<file path="config.mk">
export PLATFORM = sky130hd
export DESIGN_NAME = serv_rf_ram_bridge
export DESIGN_NICKNAME = d
export VERILOG_FILES = /design/src/rtl/serv_rf_ram_bridge.sv
export SDC_FILE = /design/constraint.sdc
export NUM_CORES = 1
export LEC_CHECK = 0
export CORE_MARGIN = 5
export CORE_UTILIZATION = 45
export CTS_CLUSTER_SIZE = 28
export DETAILED_ROUTE_END_ITERATION = 12
export DONT_BUFFER_PORTS = 1
export GPL_ROUTABILITY_DRIVEN = 0
export GPL_TIMING_DRIVEN = 0
export SYNTH_ARGS = -nofsm -noshare
export SYNTH_HDL_FRONTEND = slang
export SYNTH_SLANG_ARGS = --single-unit
</file>
<file path="constraint.sdc">
create_clock -name clk -period 4.6 [get_ports clk]
set_clock_uncertainty 0.1 [all_clocks]
set_input_delay 0.92 -clock clk [delete_from_list [all_inputs] [get_ports clk]]
set_output_delay 0.92 -clock clk [all_outputs]
set_load 0.01 [all_outputs]
</file>
<file path="src/rtl/serv_rf_ram_bridge.sv">
// rtl/serv_rf_ram_bridge.sv - SERV bit-serial register file to WIDTH-bit dual-port RAM bridge
module serv_rf_ram_bridge #(
  parameter int WIDTH = 2,
  localparam int LW = $clog2(WIDTH),
  localparam int WB = 5 - LW,
  localparam int AW = 6 + WB
) (
  input  logic             clk,
  input  logic             i_rst,
  input  logic             i_rf_rreq,
  input  logic             i_rf_wreq,
  output logic             o_rf_ready,
  input  logic [5:0]       i_rreg0,
  input  logic [5:0]       i_rreg1,
  output logic             o_rdata0,
  output logic             o_rdata1,
  input  logic [5:0]       i_wreg0,
  input  logic [5:0]       i_wreg1,
  input  logic             i_wen0,
  input  logic             i_wen1,
  input  logic             i_wdata0,
  input  logic             i_wdata1,
  output logic [AW-1:0]    o_ram_raddr,
  output logic             o_ram_ren,
  input  logic [WIDTH-1:0] i_ram_rdata,
  output logic [AW-1:0]    o_ram_waddr,
  output logic [WIDTH-1:0] o_ram_wdata,
  output logic             o_ram_wen
);
  typedef enum logic [1:0] {IDLE, RSETUP, STREAM, WDRAIN} state_t;

  state_t           r_state, w_next;
  logic [5:0]       r_p;
  logic             r_rd, r_wr;
  logic [5:0]       r_rreg0, r_rreg1, r_wreg0, r_wreg1;
  logic [WIDTH-1:0] r_hold0, r_rsh0, r_rsh1, r_wsh0, r_wsh1, r_p1_data;
  logic             r_rv0, r_rv1, r_p1_pend, r_p1_en;
  logic [AW-1:0]    r_p1_addr;
  logic [5:0]       w_soff, w_bit;
  logic             w_setup_end, w_wlast, w_accept;
  logic             w_stream, w_sel0, w_sel1, w_ren;

  // r_p counts cycles since the request; stream bit index is r_p minus the setup length
  assign w_soff      = r_rd ? 6'd3 : 6'd1;
  assign w_bit       = r_p - w_soff;
  assign w_setup_end = (r_p == w_soff - 6'd1);
  assign w_wlast     = (w_bit[LW-1:0] == {LW{1'b1}});
  assign w_accept    = (r_state == IDLE) && (i_rf_rreq || i_rf_wreq);

  always_ff @(posedge clk) begin
    if (i_rst) r_state <= IDLE;
    else       r_state <= w_next;
  end

  always_comb begin
    w_next = r_state;
    case (r_state)
      IDLE:    if (i_rf_rreq || i_rf_wreq) w_next = RSETUP;
      RSETUP:  if (w_setup_end) w_next = STREAM;
      STREAM:  if (w_bit == 6'd31) w_next = r_wr ? WDRAIN : IDLE;
      WDRAIN:  if (w_bit == 6'd33) w_next = IDLE;
      default: w_next = IDLE;
    endcase
  end

  // rs0 word j is read two cycles and rs1 word j one cycle before both shift registers reload
  always_comb begin
    w_stream    = (r_state == STREAM);
    o_rf_ready  = (r_state == RSETUP) && w_setup_end;
    w_sel0      = (r_p[LW-1:0] == '0);
    w_sel1      = (r_p[LW-1:0] == LW'(1));
    w_ren       = r_rd && ((r_state == RSETUP) || w_stream) && !r_p[5] && (w_sel0 || w_sel1);
    o_ram_ren   = w_ren;
    o_ram_raddr = w_ren ? {(w_sel0 ? r_rreg0 : r_rreg1), r_p[4:LW]} : '0;
    o_rdata0    = w_stream && r_rd && r_rsh0[0];
    o_rdata1    = w_stream && r_rd && r_rsh1[0];
  end

  always_ff @(posedge clk) begin
    if (i_rst) begin
      r_p         <= '0;
      r_rd        <= 1'b0;
      r_wr        <= 1'b0;
      r_rreg0     <= '0;
      r_rreg1     <= '0;
      r_wreg0     <= '0;
      r_wreg1     <= '0;
      r_rv0       <= 1'b0;
      r_rv1       <= 1'b0;
      r_hold0     <= '0;
      r_rsh0      <= '0;
      r_rsh1      <= '0;
      r_wsh0      <= '0;
      r_wsh1      <= '0;
      r_p1_pend   <= 1'b0;
      r_p1_en     <= 1'b0;
      r_p1_data   <= '0;
      r_p1_addr   <= '0;
      o_ram_wen   <= 1'b0;
      o_ram_waddr <= '0;
      o_ram_wdata <= '0;
    end else begin
      if (w_accept) begin
        r_p     <= '0;
        r_rd    <= i_rf_rreq;
        r_wr    <= i_rf_wreq;
        r_rreg0 <= i_rreg0;
        r_rreg1 <= i_rreg1;
        r_wreg0 <= i_wreg0;
        r_wreg1 <= i_wreg1;
      end else if (r_state != IDLE) begin
        r_p <= r_p + 6'd1;
      end
      r_rv0 <= w_ren && w_sel0;
      r_rv1 <= w_ren && w_sel1;
      if (r_rv0) r_hold0 <= i_ram_rdata;
      if (r_rv1) begin
        r_rsh0 <= (r_rreg0 == 6'd0) ? '0 : r_hold0;
        r_rsh1 <= (r_rreg1 == 6'd0) ? '0 : i_ram_rdata;
      end else begin
        r_rsh0 <= r_rsh0 >> 1;
        r_rsh1 <= r_rsh1 >> 1;
      end
      if (w_stream && r_wr) begin
        r_wsh0 <= {i_wdata0, r_wsh0[WIDTH-1:1]};
        r_wsh1 <= {i_wdata1, r_wsh1[WIDTH-1:1]};
      end
      // port1 word is parked one cycle so the write port alternates port0/port1
      if (w_stream && r_wr && w_wlast) begin
        o_ram_wen   <= i_wen0 && (r_wreg0 != 6'd0);
        o_ram_waddr <= {r_wreg0, w_bit[4:LW]};
        o_ram_wdata <= {i_wdata0, r_wsh0[WIDTH-1:1]};
        r_p1_pend   <= 1'b1;
        r_p1_en     <= i_wen1 && (r_wreg1 != 6'd0);
        r_p1_addr   <= {r_wreg1, w_bit[4:LW]};
        r_p1_data   <= {i_wdata1, r_wsh1[WIDTH-1:1]};
      end else if (r_p1_pend) begin
        o_ram_wen   <= r_p1_en;
        o_ram_waddr <= r_p1_addr;
        o_ram_wdata <= r_p1_data;
        r_p1_pend   <= 1'b0;
      end else begin
        o_ram_wen   <= 1'b0;
      end
    end
  end
endmodule
</file>
### After elaboration in Yosys (flattened, before gate mapping)

Cells that the tools add are included.

| word-level totals | value |
|---|---|
| bits in registers | 73 |
| input bits | 34 |
| output and inout port bits | 27 |
| logic and storage cells | 86 |

| operators by class | value |
|---|---|
| $add $sub $neg | 3 |
| equal/unequal tests | 10 |
| multiplexer cells | 20 |
| bitwise gates (word level) | 2 |
| reduce and logical (&&, ||, !) cells | 27 |

Operators by type and width:

| cell | count |
|---|---|
| $mux W10 | 3 |
| $mux W2 | 8 |
| $logic_and A1 B1 Y1 | 13 |
| $logic_not A6 Y1 | 2 |
| $reduce_bool A6 Y1 | 2 |
| $pmux W2 S4 | 1 |
| $mux W1 | 7 |
| $add A6 B1 Y6 const B | 1 |
| $eq A6 B5 Y1 const B | 1 |
| $eq A6 B6 Y1 | 1 |
| $eq A6 B6 Y1 const B | 1 |
| $mux W6 | 1 |
| $reduce_or A3 Y1 | 2 |
| $sub A6 B2 Y6 | 1 |
| $eq A2 B2 Y1 const B | 2 |
| $ne A2 B1 Y1 const B | 2 |
| $ne A2 B2 Y1 const B | 2 |
| $reduce_and A4 Y1 | 1 |
| $reduce_bool A2 Y1 | 2 |
| $sub A2 B1 Y3 const B | 1 |
| $eq A2 B1 Y1 const B | 1 |
| $logic_not A2 Y1 | 1 |
| $logic_or A1 B1 Y1 | 2 |
| $not A1 Y1 | 2 |
| 2 further kinds | 2 |

### Depth between registers and ports, before layout

| logic depth | value |
|---|---|
| depth in word-level cells | 5 |
| depth in mapped cells | 8 |
| depth with buffers taken out | 8 |

### Worst setup path after synthesis

OpenSTA, ideal clock, no wires.

| timing | value |
|---|---|
| path kind | flip-flop to flip-flop |
| start point | register r_p[0] |
| end point | register r_state[0] |
| arrival time | 2.234 ns |
| path slack | 2.142 ns |
| cell stages (with the launch flop) | 9 |
| path buffers | 1 |
| clock period less this slack | 2.458 ns |
| cell sequence | dfxtp_1 -> buf_2 -> inv_1 -> fa_1 -> xnor2_1 -> nand2_1 -> o21a_1 -> a211oi_2 -> mux2_1 |

| on the way | value |
|---|---|
| longest elaborated chain between the ends | 4 |
| elaborated cells on any way between the ends | 8 |

Ends and longest elaborated chain:

| item | line | RTL |
|---|---|---|
| from (decl) | 33 | `logic [5:0] r_p;` |
| from (signal assigned) | 112 | `r_p <= r_p + 6'd1;` |
| $sub A6 B2 Y6 (*) | 45 | `assign w_bit = r_p - w_soff;` |
| via w_bit[0] | 39 | `logic [5:0] w_soff, w_bit;` |
| $eq A6 B6 Y1 or $eq A6 B5 Y1 (tied branches) | 61, 60 |  |
| $ne A2 B2 Y1 (no source line) or $ne A2 B1 Y1 (tied branches) | - |  |
| $reduce_and A4 Y1 (no source line) (*) | - |  |
| to (signal assigned) | 52 | `else r_state <= w_next;` |
| to (decl) | 32 | `state_t r_state, w_next;` |

Mark *: on every way through the listed nets, which the timed path passes. The rest lies on a longest branch.
A chain may end at the register's enable or synchronous reset.

### Worst setup path in the final report

| timing | value |
|---|---|
| start point | register r_p[0] |
| end point | output o_rf_ready |

| on the way | value |
|---|---|
| longest elaborated chain between the ends | 2 |

Ends and longest elaborated chain:

| item | line | RTL |
|---|---|---|
| $eq A6 B6 Y1 | 46 | `assign w_setup_end = (r_p == w_soff - 6'd1);` |
| $logic_and A1 B1 Y1 | 69 | `o_rf_ready = (r_state == RSETUP) && w_setup_end;` |
| to (decl) | 12 | `output logic o_rf_ready,` |

Every way passes these cells.

==> run summary <==
FINAL LAYOUT
------------------------------------------------------------------------------------------
Count of fill cells added during filler insertion                                      691
Relative area change from synthesis to final layout                                  10.2%
Utilization of the core after routing                                                50.9%
Antenna diode instance count                                                             0
Final Net Count                                                                        426
Proportion of layout cells with a drive suffix above 1                               6.48%

CLOCK TREE
------------------------------------------------------------------------------------------
CTS Hold Buffers Added                                                                   0
Postcts setup bufs                                                                       0
Root buffer selected by CTS                                                   sky130_fd_sc_hd__clkbuf_8
Clock insertion delay at the later pin of the skew report                          0.34 ns
Total clock sinks                                                                       71
Total CTS buffers                                                                        9
Number of buffers on the longest clock path                                              2
Clock edge transition at the registers on the reported setup and hold paths        0.08 ns
Number of H-tree levels                                                                  3
CTS resizes                                                                              0
TritonCTS clock tree                                                                 built

FLOORPLAN
------------------------------------------------------------------------------------------
Core ar.                                                                          6760 um2
Num ports                                                                               61
Die X-Extent                                                                       93.3 um
# rows                                                                                  30
Initial Util                                                                         46.2%
Die Height                                                                         93.3 um
Die ar.                                                                           8700 um2

ROUTING
------------------------------------------------------------------------------------------
Post-detailed-routing wire length                                                  7390 um
Mean number of vias per cell                                                          5.32
Count of vias placed by the detailed router                                           2481
Number of violations reported at the end of detailed-routing iteration 0               123
DRC errors left                                                                          0
Number of nets still failing antenna checks after routing                                0
Number of detailed-route iterations in the first pass                                    5
Wirelength per Cell                                                                15.9 um

YOSYS
------------------------------------------------------------------------------------------
Post-synth EDFFs                                                                         0
Gate Count Post-Synth                                                                  371
Most frequently used flop master after synthesis                              sky130_fd_sc_hd__dfxtp_1
Synthesized cell area                                                             3120 um2
Fraction of registers with async set/reset                                              0%
Synth warnings                                                                           0
Average cell area after synthesis                                                 8.41 um2
Area share of the largest cell type after synthesis                                  45.6%
Count of distinct cell types in the synthesized netlist                                 40
Ranking of synthesized cells by area                                          sky130_fd_sc_hd__dfxtp_1 46%, sky130_fd_sc_hd__nand2_1 9.6%, sky130_fd_sc_hd__a21oi_1 6.7%
Post-synthesis cell type with the largest combined area                       sky130_fd_sc_hd__dfxtp_1
Post-synthesis sequential area ratio                                                 45.6%
Syn_nets                                                                               415
Synth Register Bits                                                                     71

PWR
------------------------------------------------------------------------------------------
Leak Pwr                                                                           1.29 nW
Switching power summed over all nets                                            0.000586 W
Clock power share                                                                    31.3%
Design internal power                                                            0.00118 W
Combinational power share                                                            25.5%
Net switching share of the total power                                               33.2%
Proportion of power drawn by flip-flops and latches                                  43.2%
Maximum ir drop on the vdd rail                                                 0.000339 V
Cell Pwr Density                                                                512 nW/um2

TIMING
------------------------------------------------------------------------------------------
Max Clk Rate                                                                     0.338 GHz
Unrepaired setup endpoints after global routing                                         no
Crit path time final                                                               2.96 ns
Actual slew at the worst max-slew pin                                             0.733 ns
Final setup TNS                                                                       0 ns
Count of pins over their slew limit                                                      0
Final count of negative-setup-slack endpoints                                            0
Relative slew slack                                                                  50.8%
Post-route fraction of the period consumed by the critical path                      64.4%
Final hold violation count                                                               0

GRT
------------------------------------------------------------------------------------------
Number of antenna violations at the first check in global routing                        0
First-pass GRT wire length                                                        12100 um
Combined global-route utilization of all metal layers                                18.0%
Congestion Overflow GR                                                                   0
Pin count of the biggest net entering global routing                                    13
Number of global-route vias before repair                                             2386

WORST HOLD PATH
------------------------------------------------------------------------------------------
Worst hold path type                                                          register to register
Startpoint of the most critical hold path                                        r_rsh1[1]

WORST SETUP PATH
------------------------------------------------------------------------------------------
Reg-to-reg critical path startpoint                                                 r_p[0]
Worst Setup Start Kind                                                            register
Worst setup path endpoint                                                       o_rf_ready
Count of cells along the worst register-to-register path                                 8
Required time of the critical path                                                 3.58 ns
Worst setup slack for register-to-register paths                                   1.69 ns
Crit path launch                                                                    r_p[0]
Type of destination of the critical path                                       output port
Data arrival at the endpoint of the critical path                                  1.94 ns
Crit path kind                                                                register to output port
Reg2reg end                                                                     r_state[0]
Crit path max fanout                                                                    10

RUN STATUS
------------------------------------------------------------------------------------------
Outcome                                                                       complete, no violations

FLOW RUN
------------------------------------------------------------------------------------------
Maximum capacitance violations                                                           0

PLACE
------------------------------------------------------------------------------------------
Detailed placer's ending HPWL                                                      5460 um
Number of input and output port buffers inserted                                         0

metrics by stage:
step	instance area (um2)	setup WS [ns]	hold slack (ns)	instances	power, W
floorplan	3120	2.14	0.331	371	0.00111
global placement	3220	1.70	0.339	451	0.00122
detailed placement	3220	1.71	0.341	451	0.00123
CTS	3440	1.62	0.358	466	0.00178
global route	3440	1.52	0.388	466	0.00187
finish	3440	1.64	0.356	466	0.00176
metal layers:
layer  global-route usage (%)  wire length [um]
met5                        0                 0
met4                     6.23                81
met3                     6.52               508
met2                     27.8              3310
met1                     23.1              3490
layout by cell type, fill, tap and decap left out, types with 2 or more instances in the layout:
cell type	Yosys	final
sky130_fd_sc_hd__clkbuf_1	15	15
sky130_fd_sc_hd__xor2_1	2	2
sky130_fd_sc_hd__and3_1	7	7
sky130_fd_sc_hd__bufinv_16	0	2
sky130_fd_sc_hd__clkbuf_8	0	10
sky130_fd_sc_hd__a21oi_1	42	42
sky130_fd_sc_hd__nor4_1	2	2
sky130_fd_sc_hd__inv_1	8	8
sky130_fd_sc_hd__a211oi_1	15	15
sky130_fd_sc_hd__xnor2_1	5	5
sky130_fd_sc_hd__nor2_1	37	37
sky130_fd_sc_hd__dfxtp_1	71	71
sky130_fd_sc_hd__nand3b_1	2	2
sky130_fd_sc_hd__o21ai_1	2	2
sky130_fd_sc_hd__nand2b_1	5	5
sky130_fd_sc_hd__or4_1	2	2
sky130_fd_sc_hd__nand3_1	5	5
sky130_fd_sc_hd__mux2i_1	19	19
sky130_fd_sc_hd__nor3_1	5	5
sky130_fd_sc_hd__buf_1	4	4
sky130_fd_sc_hd__ha_1	9	9
sky130_fd_sc_hd__nand2_1	80	80
sky130_fd_sc_hd__and2_1	3	3
sky130_fd_sc_hd__nor2b_1	9	9
sky130_fd_sc_hd__buf_2	4	4
sky130_fd_sc_hd__o311ai_1	2	2
power groups by stage:
stage | Sequential [W] | Clock [W] | Combinational (W)
finish | 0.000760 | 0.000551 | 0.000450
global route | 0.000771 | 0.000589 | 0.000513
CTS | 0.000761 | 0.000560 | 0.000455
detailed placement | 0.000775 | 0 | 0.000453
global placement | 0.000774 | 0 | 0.000447
floorplan | 0.000752 | 0 | 0.000355
critical path, stage by stage (launching register included):
cell                      delay (ns)
sky130_fd_sc_hd__dfxtp_1        0.47
sky130_fd_sc_hd__buf_2          0.33
sky130_fd_sc_hd__inv_1          0.21
sky130_fd_sc_hd__ha_1           0.23
sky130_fd_sc_hd__nor2b_1        0.13
sky130_fd_sc_hd__and3_1         0.22
area by class of cell:
type                            instances  area [um2]  share of cell area, %
Clock inverter                          5        81.3                   2.37
Inverter                                8        30.0                  0.873
Multi-Input combinational cell        267        1560                   45.3
Clock buffer                           10         138                   4.00
Sequential cell                        71        1420                   41.3
Buffer                                 25         110                   3.20
Tap cell                               80         100                   2.91
cells in the mapped netlist, types with 2 or more instances:
cell type                  number
sky130_fd_sc_hd__a211oi_1      15
sky130_fd_sc_hd__a21oi_1       42
sky130_fd_sc_hd__and2_1         3
sky130_fd_sc_hd__and3_1         7
sky130_fd_sc_hd__buf_1          4
sky130_fd_sc_hd__buf_2          4
sky130_fd_sc_hd__clkbuf_1      15
sky130_fd_sc_hd__dfxtp_1       71
sky130_fd_sc_hd__ha_1           9
sky130_fd_sc_hd__inv_1          8
sky130_fd_sc_hd__mux2i_1       19
sky130_fd_sc_hd__nand2_1       80
sky130_fd_sc_hd__nand2b_1       5
sky130_fd_sc_hd__nand3_1        5
sky130_fd_sc_hd__nand3b_1       2
sky130_fd_sc_hd__nor2_1        37
sky130_fd_sc_hd__nor2b_1        9
sky130_fd_sc_hd__nor3_1         5
sky130_fd_sc_hd__nor4_1         2
sky130_fd_sc_hd__o21ai_1        2
sky130_fd_sc_hd__o311ai_1       2
sky130_fd_sc_hd__or4_1          2
sky130_fd_sc_hd__xnor2_1        5
sky130_fd_sc_hd__xor2_1         2
how the worst min path moves through the flow:
stage	to	slack [ns]	depth (start not counted)
after floorplan	r_rsh1[0]	0.33	2
after global placement	r_rsh1[0]	0.34	2
after detailed placement	r_rsh1[0]	0.34	2
after CTS	r_p1_data[1]	0.36	2
after global routing	r_wreg0[3]	0.39	2
final	r_rsh1[0]	0.36	2
registers in the layout (all words and copies together), names as in the netlist:
| name | count |
|---|---|
| r_p1_data | 2 |
| r_rv1 | 1 |
| r_p | 6 |
| r_wreg1 | 6 |
| r_rv0 | 1 |
| r_p1_en | 1 |
| r_wsh1 | 1 |
| r_hold0 | 2 |
| r_rreg1 | 6 |
| r_wsh0 | 1 |
| r_p1_addr | 10 |
| o_ram_waddr | 10 |
| r_rsh1 | 2 |
| r_rsh0 | 2 |
| o_ram_wen | 1 |
| o_ram_wdata | 2 |
| r_rd | 1 |
| r_p1_pend | 1 |
| r_wr | 1 |
| r_rreg0 | 6 |
| r_state | 2 |
| r_wreg0 | 6 |
kinds of logic (layout without fill, tap and decap cells):
group	after synthesis	after routing	share of synthesized area (%)
adder cells (fa/ha/maj)	10	10	4.25
multiplexers	20	20	6.46
XOR/XNOR	8	8	2.49
AND/OR/NAND/NOR	159	159	22.6
buffers and inverters	33	48	4.49
flip-flops	71	71	45.6
AO/OA/AOI/OAI	70	70	14.1
(Power assumes the default switching activity.)
